**src/rtl/i2c_edge_filter.sv**
```systemverilog
// Multi-channel I2C line conditioner: synchronizer, glitch filter and rise/fall hold-off per channel.
// Optional per-channel glitch counters are enabled with `define I2C_EDGE_FILTER_GLITCH_CNT_EN.

module i2c_edge_filter_ch #(
  parameter int SYNC_STAGES = 2,
  parameter int FILT        = 3,
  parameter int HOLD_R      = 4,
  parameter int HOLD_F      = 6,
  parameter int CNT_W       = 3
) (
  input  logic clk,
  input  logic rst,
  input  logic lin,
  output logic lvl,
  output logic lohi,
  output logic hilo,
  output logic glitch
);
  typedef enum logic [1:0] {STABLE, QUAL, HOLD} state_t;

  localparam logic [CNT_W-1:0] FILT_C   = CNT_W'(FILT);
  localparam logic [CNT_W-1:0] HOLD_R_C = CNT_W'(HOLD_R);
  localparam logic [CNT_W-1:0] HOLD_F_C = CNT_W'(HOLD_F);
  localparam logic [CNT_W-1:0] ONE_C    = CNT_W'(1);

  logic [SYNC_STAGES-1:0] sync;
  logic                   s;
  state_t                 state, state_nx;
  logic [CNT_W-1:0]       cnt, cnt_nx;
  logic                   lvl_nx, lohi_nx, hilo_nx, accept;

  // Reset preloads the chain with the live input so release never looks like an edge.
  always_ff @(posedge clk) begin
    if (rst) begin
      sync <= {SYNC_STAGES{lin}};
    end else begin
      sync[0] <= lin;
      for (int k = 1; k < SYNC_STAGES; k++) sync[k] <= sync[k-1];
    end
  end

  assign s = sync[SYNC_STAGES-1];

  always_comb begin
    state_nx = state;
    cnt_nx   = cnt;
    lvl_nx   = lvl;
    lohi_nx  = 1'b0;
    hilo_nx  = 1'b0;
    glitch   = 1'b0;
    accept   = 1'b0;
    case (state)
      STABLE: begin
        cnt_nx = '0;
        if (s != lvl) begin
          if (FILT == 0) accept = 1'b1;
          else begin
            cnt_nx   = ONE_C;
            state_nx = QUAL;
          end
        end
      end
      QUAL: begin
        if (s == lvl) begin
          glitch   = 1'b1;
          cnt_nx   = '0;
          state_nx = STABLE;
        end else if (cnt == FILT_C) accept = 1'b1;
        else cnt_nx = cnt + 1'b1;
      end
      HOLD: begin
        if (cnt <= ONE_C) begin
          cnt_nx   = '0;
          state_nx = STABLE;
        end else cnt_nx = cnt - 1'b1;
      end
      default: begin
        cnt_nx   = '0;
        state_nx = STABLE;
      end
    endcase
    // Acceptance overrides whatever the state branch chose on the same edge.
    if (accept) begin
      lvl_nx   = s;
      lohi_nx  = s;
      hilo_nx  = ~s;
      cnt_nx   = s ? HOLD_R_C : HOLD_F_C;
      state_nx = (cnt_nx != '0) ? HOLD : STABLE;
    end
  end

  always_ff @(posedge clk) begin
    if (rst) begin
      state <= STABLE;
      cnt   <= '0;
      lvl   <= lin;
      lohi  <= 1'b0;
      hilo  <= 1'b0;
    end else begin
      state <= state_nx;
      cnt   <= cnt_nx;
      lvl   <= lvl_nx;
      lohi  <= lohi_nx;
      hilo  <= hilo_nx;
    end
  end
endmodule

module i2c_edge_filter #(
  parameter int NCH         = 2,
  parameter int SYNC_STAGES = 2,
  parameter int FILT        = 3,
  parameter int HOLD_R      = 4,
  parameter int HOLD_F      = 6,
  parameter int CNT_W       = 3
) (
  input  logic           clk,
  input  logic           rst,
  input  logic [NCH-1:0] lin,
  output logic [NCH-1:0] lvl,
  output logic [NCH-1:0] lohi,
  output logic [NCH-1:0] hilo
`ifdef I2C_EDGE_FILTER_GLITCH_CNT_EN
  ,
  input  logic             glitch_clr,
  output logic [NCH*8-1:0] glitch_cnt
`endif
);
  localparam int MAXV = (FILT > HOLD_R) ? ((FILT > HOLD_F) ? FILT : HOLD_F)
                                        : ((HOLD_R > HOLD_F) ? HOLD_R : HOLD_F);

  if (NCH < 1 || SYNC_STAGES < 1 || SYNC_STAGES > 3 || MAXV > (2**CNT_W) - 1) begin : g_param_check
    $fatal(1, "i2c_edge_filter: illegal NCH/SYNC_STAGES/CNT_W parameterization");
  end

  logic [NCH-1:0] glitch;

  i2c_edge_filter_ch #(
    .SYNC_STAGES(SYNC_STAGES),
    .FILT       (FILT),
    .HOLD_R     (HOLD_R),
    .HOLD_F     (HOLD_F),
    .CNT_W      (CNT_W)
  ) u_ch [NCH-1:0] (
    .clk   (clk),
    .rst   (rst),
    .lin   (lin),
    .lvl   (lvl),
    .lohi  (lohi),
    .hilo  (hilo),
    .glitch(glitch)
  );

`ifdef I2C_EDGE_FILTER_GLITCH_CNT_EN
  for (genvar i = 0; i < NCH; i++) begin : g_gcnt
    logic [7:0] gcnt;
    // Clear has priority over a glitch exit on the same edge.
    always_ff @(posedge clk) begin
      if (rst || glitch_clr) gcnt <= '0;
      else if (glitch[i] && gcnt != 8'hFF) gcnt <= gcnt + 8'd1;
    end
    assign glitch_cnt[8*i +: 8] = gcnt;
  end
`else
  logic glitch_unused;
  assign glitch_unused = ^glitch;
`endif
endmodule

```
**config.mk**
```make
export PLATFORM = sky130hd
export DESIGN_NAME = i2c_edge_filter
export DESIGN_NICKNAME = d
export VERILOG_FILES = /design/src/rtl/i2c_edge_filter.sv
export SDC_FILE = /design/constraint.sdc
export NUM_CORES = 1
export LEC_CHECK = 0
export BUFFER_PORTS_ARGS = -buffer_cell sky130_fd_sc_hd__buf_4
export CAP_MARGIN = 10
export CORE_ASPECT_RATIO = 2
export CORE_MARGIN = 3
export CORE_UTILIZATION = 30
export CTS_BUF_LIST = sky130_fd_sc_hd__clkbuf_8
export CTS_CLUSTER_SIZE = 20
export DETAILED_ROUTE_END_ITERATION = 7
export PLACE_DENSITY = 0.52
export SLEW_MARGIN = 40
export SYNTH_ARGS = -nofsm -noshare
export SYNTH_HDL_FRONTEND = slang
export SYNTH_HIERARCHICAL = 1
export SYNTH_SLANG_ARGS = --single-unit
```
**constraint.sdc**
```tcl
create_clock -name clk -period 1.24 [get_ports clk]
set_clock_uncertainty 0.05 [all_clocks]
set_input_delay 0 -clock clk [delete_from_list [all_inputs] [get_ports clk]]
set_output_delay 0 -clock clk [all_outputs]
set_load 0.02 [all_outputs]
```
==> results of run 1 <==
==> registers in the layout (all words and copies together) (netlist names) <==
signal      cells
u_ch/cnt        6
u_ch/hilo       2
u_ch/lohi       2
u_ch/lvl        2
u_ch/state      4
u_ch/sync       4
==> power by group <==
part | switching (W) | total [W] | internal, W
registers | 0.0000528 | 0.000747 | 0.000694
clock network | 0.000216 | 0.000499 | 0.000283
logic | 0.000147 | 0.000337 | 0.000190
total | 0.000415 | 0.00158 | 0.00117
==> metrics by stage <==
step	area (um^2)	std cells
2_1_floorplan	993	100
3_3_place_gp	1180	149
3_5_place_dp	1180	149
4_1_cts	1370	160
5_1_grt	1480	161
6_report	1480	161
==> layout make-up <==
| class | count | share of cell area, % |
|---|---|---|
| multi-input cells | 68 | 45.7 |
| flip-flops and latches | 20 | 29.1 |
| repair buffers | 29 | 16.3 |
| clock buffers | 4 | 3.73 |
| inverters | 10 | 2.54 |
| well taps | 30 | 2.54 |
==> how the worst max path moves through the flow <==
stage / slack [ns] / from / to / cells past startpoint
2_1_floorplan: -0.07 / u_ch[0]/lvl / u_ch[0]/cnt[0] / 3
3_3_place_gp: -0.16 / u_ch[1]/cnt[0] / u_ch[1]/state[1] / 5
3_5_place_dp: -0.19 / u_ch[1]/cnt[0] / u_ch[1]/state[1] / 5
4_1_cts: -0.06 / u_ch[1]/cnt[0] / u_ch[1]/cnt[1] / 5
5_1_grt: -0.15 / u_ch[1]/lvl / u_ch[1]/cnt[0] / 3
6_report: -0.1 / u_ch[0]/lvl / u_ch[0]/cnt[0] / 3
==> layer usage <==
layer	GRT usage (%)	up-vias	routed length [um]
met5	0	-	0
met4	9.33	0	95
met3	1.47	10	64
met2	21.4	13	1190
met1	13.0	391	790
li1	-	410	-
==> repair_timing <==
item	in CTS	in global routing
hold buffers	2	0
pin swaps	5	10
endpoints found under the setup margin	16	17
resized for setup	23	19
buffers inserted	5	3
endpoints found under the hold margin	5	0
==> worst max-delay path, stage by stage (launching register included) <==
cell	delay (ns)
edfxtp_1	0.49
xnor2_2	0.20
or4_1	0.41
o311ai_1	0.09
==> out/results.ini, run 1 <==
[floorplan]
io_pins=10
die_width_um=46.1
fp.dieH_um=86.1
coreArea_um2=3010
die_area_um2=3970
rows=28
initial_core_util_pct=32.0

[timing]
fin_ws_ns=-0.0977
setup_violations=7
rsz0062_at_grt=true
layout_min_cycle_time_ns=1.34
max_freq_ghz=0.748
hold_viol_final=0
worst_pin_slew_ns=0.308
final.period_utilization_pct=108
holdWs_ns=0.0581
slew_viol_final=0
relSlewSlack_pct=79.5
tns_ns=-0.394

[run_status]
status=finished with violations
violations=negative setup slack

[cts]
clk_latency_ns=0.26
cts_tree=yes
clk_pin_slew_ns=0.07
cts_sinks=20
cts_made_buffers=3
cts_root_buffer=clkbuf_8
cts_buffer_depth=2
htree_levels=1

[finish]
final_common_cell=buf_4
regArea_um2=430
fin_util_pct=49.0
layout_common_cells=buf_4 (22), dfxtp_1 (14), inv_1 (8), nand2_1 (6), o211ai_1 (6)
fill_cells=268
syn2layout_area_growth_pct=53.4
final_nets=144
multi_input_area_um2=676
drive_above_1_share_pct=48.1
diodes=0

[worst_setup_path]
timing.reg2reg.setup_slack_ns=-0.1
setup.worst_path.end_class=register
worst-setup-path-type=register to register
arrival_ns=1.45
start_kind=register
r2r_end=u_ch[0]/cnt[0]
cp_data_required_time_ns=1.35
cp_max_fo=3
r2r-start=u_ch[0]/lvl
ff2ff_path_depth=3

[global_route]
antenna_found_initial=0
grt_use_total_pct=12.6
grt_overflow=0
grt_pass1_vias=865
grt_pass1_wl_um=3680
grt_max_degree=25

[synthesis]
yosysWarnings=6
synthCells=100
syn_nets=112
avgSynthCellArea_um2=9.63
syn-cell-area_um2=963

[power_and_ir_drop]
ir_drop_mv=0.886
p_per_area_nw_per_um2=1070
cellLeakagePower_nw=0.584
power_w=0.00158

[placement]
finalWeightedCongestion=0.772
dp_slack_ns=-0.190
dpl.hpwl_um=1450
io_buffers=9

[min_path]
hold_start=rst
hold_end=u_ch[0]/cnt[2]
min_path_cells=2
min_path_type=primary input to register

[routing]
drt-pass1-iter-count=3
drt-initial-drc-count=12
totalWireLength_um=2140
viasPerCell=5.12
post_drt_wl_per_cell_um=13.3
ant_nets=0
drc=0
vias=824

[run]
drv_cap=0

Note: power is estimated with default switching activity, not from simulation.
==> inputs of run 2 (changes only) <==
--- a/config.mk
+++ b/config.mk
@@ -7,13 +7,12 @@
 export LEC_CHECK = 0
 export BUFFER_PORTS_ARGS = -buffer_cell sky130_fd_sc_hd__buf_4
 export CAP_MARGIN = 10
-export CORE_ASPECT_RATIO = 2
 export CORE_MARGIN = 3
-export CORE_UTILIZATION = 30
+export CORE_UTILIZATION = 45
 export CTS_BUF_LIST = sky130_fd_sc_hd__clkbuf_8
 export CTS_CLUSTER_SIZE = 20
 export DETAILED_ROUTE_END_ITERATION = 7
-export PLACE_DENSITY = 0.52
+export PLACE_DENSITY = 0.7
 export SLEW_MARGIN = 40
 export SYNTH_ARGS = -nofsm -noshare
 export SYNTH_HDL_FRONTEND = slang
==> out/results.ini, run 2 (synthesis gave the netlist of run 1 again) <==
[timing]
worst_pin_slew_ns=0.270
rsz0062_at_grt=true
setup_violations=5
hold_viol_final=0
relSlewSlack_pct=82.0
tns_ns=-0.140
final.period_utilization_pct=103
slew_viol_final=0
max_freq_ghz=0.781
layout_min_cycle_time_ns=1.28
fin_ws_ns=-0.0410

[floorplan]
die_width_um=52.3
die_area_um2=2730
fp.dieH_um=52.3
io_pins=10
initial_core_util_pct=48.1
rows=16
coreArea_um2=2000

[worst_setup_path]
cp_max_fo=3
start_kind=register
arrival_ns=1.39
setup.worst_path.end_class=register
cp_data_required_time_ns=1.35
worst-setup-path-type=register to register
ff2ff_path_depth=3

[placement]
placed_area_um2=1190
io_buffers=9
finalWeightedCongestion=0.782
dp_slack_ns=-0.105
dpl.hpwl_um=1240
placed_cells=148

[global_route]
grt_max_degree=25
grt_pass1_vias=792
antenna_found_initial=0
grt_overflow=0
grt_pass1_wl_um=3150
grt_use_total_pct=15.5

[min_path]
min_path_cells=2
min_path_type=primary input to register

[routing]
drc=0
drt-pass1-iter-count=4
viasPerCell=4.99
drt-initial-drc-count=11
post_drt_wl_per_cell_um=11.5
totalWireLength_um=1790
ant_nets=0
vias=779

[finish]
fill_cells=168
drive_above_1_share_pct=39.5
instances_no_fill=156
final_common_cell=buf_4
syn2layout_area_growth_pct=41.4
diodes=0
largest_reg_flops=6
max_flop_register=u_ch/cnt
multi_input_area_um2=598
reg_top3=u_ch/cnt (6), u_ch/state (4), u_ch/sync (4)
final_nets=142
regArea_um2=430
stdcell_area_um2=1360
layout_common_cells=buf_4 (25), dfxtp_1 (14), inv_1 (9), nand2_1 (6), o211ai_1 (6)

[power_and_ir_drop]
ir_drop_mv=0.927
p_per_area_nw_per_um2=1110
cellLeakagePower_nw=0.547

[cts]
cts_sinks=20
clk_pin_slew_ns=0.07
cts_buffer_depth=2
htree_levels=1
clk_latency_ns=0.26
cts_tree=yes
cts_made_buffers=3
cts_root_buffer=clkbuf_8

[run_status]
status=finished with violations
violations=negative setup slack

[run]
drv_cap=0

run 2: changes by cell type in the layout (fill, tap and decap cells not counted), moves of 2 or more:
cell,change
a21oi_1,+2
xnor2_2,-2
nor2_1,+2
xnor2_1,+2
a21oi_2,-2
a2111oi_2,+2
buf_6,-5
buf_4,+3
a2111oi_4,-2
nor3_1,+2
run 2: final timing paths:
path         slack (ns)             from              end
max               -0.04      u_ch[1]/lvl   u_ch[1]/cnt[0]
min                0.01              rst   u_ch[0]/cnt[1]
max reg2reg       -0.04      u_ch[1]/lvl   u_ch[1]/cnt[0]
min reg2reg        0.40  u_ch[1]/sync[0]  u_ch[1]/sync[1]
run 2: layer usage:
metal | GRT usage (%) | wire [um] | vias up
met5 | 0 | 0 | -
met4 | 7.23 | 25 | 0
met3 | 3.70 | 57 | 4
met2 | 27.2 | 860 | 10
met1 | 17.5 | 846 | 357
li1 | - | - | 408
run 2: per-stage QoR:
step	hold slack, ns	power (W)	utilization (%)
final	0.0142	0.00152	68.1
after global routing	0.0362	0.00159	68.1
after CTS	0.00913	0.00153	67.4
after detailed placement	0.0664	0.000984	59.6
after global placement	0.0649	0.000976	59.6
after floorplan	-0.0223	0.000891	-
run 2: critical path, cell delays in order, from the launching register on:
cell      delay, ns
edfxtp_1       0.46
xnor2_1        0.18
or4_1          0.41
o311ai_1       0.08
run 2: cell type report:
type                            count  share of cell area (%)
Multi-Input combinational cell     68                    43.9
Sequential cell                    20                    31.6
Timing Repair Buffer               27                    15.2
Clock buffer                        4                    4.04
Inverter                           10                    2.75
Tap cell                           27                    2.48
run 2: repair_timing:
action,in CTS,in global routing
gates resized for setup,21,2
endpoints found under the setup margin,16,15
hold endpoints to repair,6,0
hold buffers,2,0
gates cloned,0,0
pin swaps,2,0
buffers inserted,2,0
run 2: power by group:
part	internal (W)	switching (W)
logic	0.000156	0.000126
clock network	0.000283	0.000215
registers	0.000691	0.0000474
